File: src/rtl/hazard_ctrl.sv
// Stall/flush control for the five-stage pipeline: Tuse/Tnew RAW hazards plus a mult/div busy countdown.
// Stall outputs are combinational from the current inputs and md_busy; md_busy and stall_cycles are registered.
module hazard_ctrl #(
    parameter int MULT_CYCLES = 5,
    parameter int DIV_CYCLES  = 10
) (
    input  logic        clk,
    input  logic        reset,
    input  logic [4:0]  d_rs,
    input  logic [4:0]  d_rt,
    input  logic [1:0]  d_rs_tuse,
    input  logic [1:0]  d_rt_tuse,
    input  logic        d_is_md,
    input  logic [4:0]  e_wreg,
    input  logic [4:0]  m_wreg,
    input  logic [1:0]  e_tnew,
    input  logic [1:0]  m_tnew,
    input  logic        e_md_start,
    input  logic        e_md_is_div,
    output logic        pc_stall,
    output logic        d_en,
    output logic        e_flush,
    output logic        md_busy,
    output logic [31:0] stall_cycles
);

    localparam logic [3:0] MULT_LOAD = 4'(MULT_CYCLES);
    localparam logic [3:0] DIV_LOAD  = 4'(DIV_CYCLES);

    logic [3:0] md_cnt;
    logic       rs_hazard;
    logic       rt_hazard;
    logic       data_stall;
    logic       md_stall;

    // An operand stalls only if a producer will still be short of a forwardable result when it is needed.
    function automatic logic operand_hazard(
        input logic [4:0] r,
        input logic [1:0] tuse,
        input logic [4:0] ew,
        input logic [1:0] et,
        input logic [4:0] mw,
        input logic [1:0] mt
    );
        return (r != 5'd0) && (((r == ew) && (et > tuse)) || ((r == mw) && (mt > tuse)));
    endfunction

    always_comb begin
        rs_hazard  = operand_hazard(d_rs, d_rs_tuse, e_wreg, e_tnew, m_wreg, m_tnew);
        rt_hazard  = operand_hazard(d_rt, d_rt_tuse, e_wreg, e_tnew, m_wreg, m_tnew);
        data_stall = rs_hazard | rt_hazard;
        md_stall   = d_is_md & (md_busy | e_md_start);
        pc_stall   = data_stall | md_stall;
        d_en       = ~pc_stall;
        e_flush    = pc_stall;
    end

    assign md_busy = (md_cnt != 4'd0);

    // A start while already counting is ignored; the stall logic keeps that from happening.
    always_ff @(posedge clk or posedge reset) begin
        if (reset) begin
            md_cnt <= 4'd0;
        end else if (e_md_start && (md_cnt == 4'd0)) begin
            md_cnt <= e_md_is_div ? DIV_LOAD : MULT_LOAD;
        end else if (md_cnt != 4'd0) begin
            md_cnt <= md_cnt - 4'd1;
        end
    end

    always_ff @(posedge clk or posedge reset) begin
        if (reset) begin
            stall_cycles <= 32'd0;
        end else if (pc_stall && (stall_cycles != 32'hFFFF_FFFF)) begin
            stall_cycles <= stall_cycles + 32'd1;
        end
    end

endmodule

File: config.mk
export PLATFORM = sky130hd
export DESIGN_NAME = hazard_ctrl
export DESIGN_NICKNAME = d
export VERILOG_FILES = /design/src/rtl/hazard_ctrl.sv
export SDC_FILE = /design/constraint.sdc
export NUM_CORES = 1
export LEC_CHECK = 0
export BUFFER_PORTS_ARGS = -buffer_cell sky130_fd_sc_hd__buf_2
export CAP_MARGIN = 20
export CORE_AREA = 2 2 77 79
export DETAILED_ROUTE_END_ITERATION = 10
export DIE_AREA = 0 0 79 81
export PLACE_DENSITY = 0.67
export SLEW_MARGIN = 25
export SYNTH_ARGS = -nofsm -noshare
export SYNTH_HDL_FRONTEND = slang
export SYNTH_SLANG_ARGS = --single-unit
export TNS_END_PERCENT = 50
File: constraint.sdc
create_clock -name clk -period 6.2 [get_ports clk]
set_clock_uncertainty 0.15 [all_clocks]
set_input_delay 1.24 -clock clk [delete_from_list [all_inputs] [get_ports clk]]
set_output_delay 1.24 -clock clk [all_outputs]
set_load 0.01 [all_outputs]
# Word level (Yosys, flattened, before mapping)
# Cells that the tools add are included.
[classes]
n_shift = 0
div = 0
multipliers = 0
eq_ne = 5
bitwise = 5
n_reduce_logical = 15
mux = 3
order_cmp = 4
addsub = 2
[ops]
columns = ["operator", "count"]
rows = [
  ["$add 32x1->32 const B", 1],
  ["$ne 32x32->1 const B", 1],
  ["$eq 5x5->1", 4],
  ["$mux 4", 3],
  ["$reduce_bool 5->1", 2],
  ["$gt 2x2->1", 4],
  ["$logic_and 1x1->1", 8],
  ["$logic_not 4->1", 1],
  ["$reduce_bool 4->1", 1],
  ["$sub 4x1->4 const B", 1],
  ["$or 1x1->1", 3],
  ["$logic_or 1x1->1", 2],
  ["$reduce_bool 2->1", 1],
  ["$and 1x1->1", 1],
  ["$not 1->1", 1],
]
[word_totals]
latchBits = 0
input_bits = 33
regBits = 36
wordCells = 36
n_memories = 0
output_inout_bits = 36
mem_bits_rw = 0
mem_bits_ro = 0

# Logic depth before layout (Yosys ltp)
[depth]
word_depth = 7
mapped_depth = 11

# Worst setup path after synthesis
# OpenSTA, ideal clock, no wires.
[synth_path]
path_kind = "input-to-output"
startpoint = "input port d_rt_tuse[1]"
endpoint = "output port pc_stall"
path_buffers = 2
t_arrival_ns = 2.655
stages = 10
setup_slack_ns = 2.155
t_required_ns = 4.810
path_cell_list = "inv_1 ha_1 nand2_1 nand4_1 nor4_1 o22ai_1 and3_1 buf_6 inv_1 buf_4"
[synth_between]
elab_chain_cells = 6
elab_cells_between_ends = 8
cone_classes = "order compare: 2; bitwise: 2; reduce/logical: 4"
[synth_rtl]
columns = ["element", "line_no", "text"]
rows = [
  ["start: declaration", "12", "input logic [1:0] d_rt_tuse,"],
  ["$gt 2x2->1", "45", "return (r != 5'd0) && (((r == ew) && (et > tuse)) || ((r == mw) && (mt > tuse)));"],
  ["$logic_and 1x1->1", "45", ""],
  ["$logic_or 1x1->1 *", "45", ""],
  ["$logic_and 1x1->1 *", "45", ""],
  ["$or 1x1->1 *", "51", "data_stall = rs_hazard | rt_hazard;"],
  ["$or 1x1->1 *", "53", "pc_stall = data_stall | md_stall;"],
  ["end: declaration", "20", "output logic pc_stall,"],
]
# Every way passes the cells marked *; elsewhere a longest branch is shown, timed or not.

# Worst setup path in the final report
[layout_path]
startpoint = "input port d_rs_tuse[1]"
endpoint = "output port pc_stall"
[layout_between]
elab_chain_cells = 6
elab_cells_between_ends = 8
cone_classes = "order compare: 2; bitwise: 2; reduce/logical: 4"
[layout_rtl]
columns = ["element", "line_no", "text"]
rows = [
  ["start: declaration", "11", "input logic [1:0] d_rs_tuse,"],
  ["$gt 2x2->1", "45", ""],
  ["$logic_and 1x1->1", "45", ""],
  ["$logic_or 1x1->1 *", "45", ""],
  ["$logic_and 1x1->1 *", "45", ""],
  ["$or 1x1->1 *", "51", ""],
  ["$or 1x1->1 *", "53", ""],
]
# Marked as above.

==> run_results.csv <==
group,metric,value,unit
run_status,status,"finished clean",
die,rows,28,
logic_synthesis,synth-simple-area-share,28.59,%
logic_synthesis,ys.flop_type,"dfrtp_1",
placement,portBuffers,68,
clock_tree,cts_tree,"done",
setup_path,required,4.81,ns
logic_synthesis,synth-async-reset-ratio,100.0,%
logic_synthesis,synth_common_cells,"36 x dfrtp_1, 33 x xor2_1, 19 x nand3_1, 18 x xnor2_1, 15 x nand2_1",
setup_path,cp.arrival,3.32,ns
hold_path,hold_path.class,"reg2reg",
logic_synthesis,muxShareOfSynthArea,0.4578,%
setup_path,r2r-start,"md_cnt[0]$_DFFE_PP0P_",
die,core,5675,um2
placement,place_congestion,0.8093,
clock_tree,clk_pin_slew,0.07,ns
sta,slew_viol_final,0,
logic_synthesis,ys_seq_area_share,36.62,%
sta,setup_viol,0,
global_route,grt_max_degree,37,
setup_path,cpLargestDelayFamily,"simple AND/OR/NAND/NOR gates",
global_route,antenna_found_initial,0,
clock_tree,post_cts_buffers,0,
sta,clock.fmax,212.4,MHz
logic_synthesis,syn_area,2460,um2
clock_tree,htreeDepth,2,
final_layout,drive_gt1_share,31.41,%
sta,slew_headroom,44.03,%
sta,finalCritPeriodShare,75.94,%
die,die_width,79,um
final_layout,fillers,568,
clock_tree,hold_buffers,0,
placement,place_hpwl,4.013,mm
logic_synthesis,synth_most_common_cell,"dfrtp_1",
setup_path,path_cells,"buf_2, inv_1, ha_1, nor2b_1, o21ai_0, a2111oi_2, o22ai_1, and3_1, inv_1, buf_2",
job,maxCapViolCount,0,
route,drc_errors,0,
setup_path,crit_type,"in2out",
placement,dp.cells,379,
setup_path,critPathSlowestCell,"and3_1",
clock_tree,clk_latency,0.29,ns
logic_synthesis,synth.distinct_cells,43,
power_and_ir_drop,ir_worst_vdd,0.1316,mV
setup_path,cp_max_fo,16,
route,vias,1987,
setup_path,critPathMaxStageDelay,0.63,ns
die,pin_count,69,
setup_path,startpoint_type,"input pin",
clock_tree,clock-root-buffer,"clkbuf_8",
logic_synthesis,post-synth-top-area-cell,"dfrtp_1",
logic_synthesis,synthTopCellsByArea,"dfrtp_1 37%, xor2_1 12%, xnor2_1 6.4%",
logic_synthesis,syn_avg_cell_area,9.999,um2
clock_tree,clock-sinks,36,
clock_tree,cts_resized,0,
die,initial_core_util,43.34,%
logic_synthesis,syn_nets,290,
sta,rsz0062_at_grt,"no",
route,wl_per_cell,13.77,um
sta,finalHoldViolations,0,
setup_path,rrSetupSlack,3.24,ns
setup_path,r2r-end,"stall_cycles[1]$_DFFE_PP0P_",
logic_synthesis,synth_top_area_share,36.62,%
route,finalWirelength,5.328,mm
setup_path,cp.buffers_inverters,4,
logic_synthesis,synth_compound_area_share,4.730,%
clock_tree,numCtsBuffers,5,
route,via_per_inst,5.134,
setup_path,end_kind,"output pin",
sta,max_slew.worst_pin.slew,0.8375,ns
power_and_ir_drop,pwr_density_cell,263.8,nW/um2
hold_path,worstHoldStart,"stall_cycles[11]$_DFFE_PP0P_",
logic_synthesis,yosys_warnings,0,
final_layout,num_antenna_cells,0,
logic_synthesis,synth_enable_flop_cells,0,
final_layout,final_cells,387,
route,first_iter_violations,82,
route,first_pass_iters,4,
sta,tns,0,ns
global_route,grt_pass1_wl,8.963,mm
die,fp.dieH,81,um
final_layout,synthToLayoutAreaGrowth,18.16,%
logic_synthesis,syn-instance-count,246,
hold_path,hold_end,"stall_cycles[11]$_DFFE_PP0P_",
logic_synthesis,synth_top_family_by_area,"simple AND/OR/NAND/NOR gates",
global_route,track_usage,17.46,%
setup_path,rr_worst_depth,9,
global_route,grt_pass1_vias,1951,
power_and_ir_drop,leakage,0.001347,uW
logic_synthesis,ys_seq_elements,36,
logic_synthesis,synth-xor-area-share,18.16,%
sta,period_minus_slack,4.708,ns
die,die_area,6399,um2
route,ant_nets,0,
clock_tree,cts.path.max_buffers,2,
hold_path,hold-path-cell-count,1,
global_route,overflow,0,
logic_synthesis,synth_fa_ha_area_share,5.595,%
final_layout,nets,355,
sequential cells by signal, summed over array words and instances (netlist names):
signal	cells
stall_cycles	32
md_cnt	4
how the worst max path moves through the flow:
stage / startpoint / cells past startpoint / to / slack, ns
after floorplan: d_rt_tuse[1] / 10 / pc_stall / 2.16
after CTS: d_rs_tuse[1] / 10 / pc_stall / 1.50
after detailed placement: d_rs_tuse[1] / 10 / pc_stall / 1.50
after global placement: d_rs_tuse[1] / 10 / pc_stall / 1.55
final: d_rs_tuse[1] / 10 / pc_stall / 1.49
after global routing: d_rs_tuse[1] / 10 / e_flush / 1.31
metal layers:
metal,global-route usage (%),vias to the layer above,part of all wire [%]
met3,2.889,5,4.5
met1,22.91,930,46
met5,0,-,0
li1,-,1000,-
met2,29.15,52,48
met4,6.379,0,1.4
area by class of cell:
type | instances | area (um2) | share of cell area [%]
Tap cell | 75 | 93.84 | 3.229
Sequential cell | 36 | 900.9 | 30.99
Clock inverter | 2 | 10.01 | 0.3444
Clock buffer | 6 | 82.58 | 2.841
Multi-Input combinational cell | 185 | 1415 | 48.69
Inverter | 13 | 48.80 | 1.679
Timing Repair Buffer | 70 | 355.3 | 12.23
report_power, final:
group	internal, uW	switching, uW
registers	286	62.0
logic	108	136
clock network	88.7	86.0
cells by family after synthesis:
logic type	count (synthesis)
and+or+nand+nor	104
xor gates and xnor gates	51
DFF	36
buffers and inverters	25
AOI/OAI and AO/OA	18
adders and majority gates	11
muxes	1
placed cells by master (no fill, tap or decap), types with 2 or more instances in the layout:
cell type	instances
ha_1	11
buf_2	68
xor2_1	33
inv_1	13
nor4_2	10
nand4_1	10
and2_1	3
nor2_1	7
nand3_1	19
nor4b_2	2
o22ai_1	2
dfrtp_1	36
nand2_1	15
and3_1	7
xnor2_1	18
nor4_4	2
and4_1	2
a21oi_1	4
buf_4	2
clkinv_2	2
nor3_1	12
clkbuf_8	6
or4_1	2
o21ai_0	5
nor4_1	4
stage by stage:
stage / cell area (um2) / setup slack, ns / util, % / hold slack [ns] / total power [uW]
after global routing: 2907 / 1.310 / 51.21 / 0.3550 / 821.8
after global placement: 2814 / 1.545 / 49.58 / 0.3177 / 590.8
after detailed placement: 2814 / 1.500 / 49.58 / 0.3264 / 599.2
after CTS: 2907 / 1.495 / 51.21 / 0.3368 / 776.6
final: 2907 / 1.492 / 51.21 / 0.3259 / 766.8
after floorplan: 2460 / 2.155 / - / 0.3339 / 509.1
worst reg2reg max path: stages, from the launching register on:
cell and delay (ns):
dfrtp_1 0.41, inv_1 0.11, ha_1 0.18, and2_1 0.22, inv_1 0.10, o21ai_0 0.19, and3_1 0.66, inv_1 0.25
o21ai_1 0.21, mux2_2 0.36
Power figures use the tool's default switching activity.
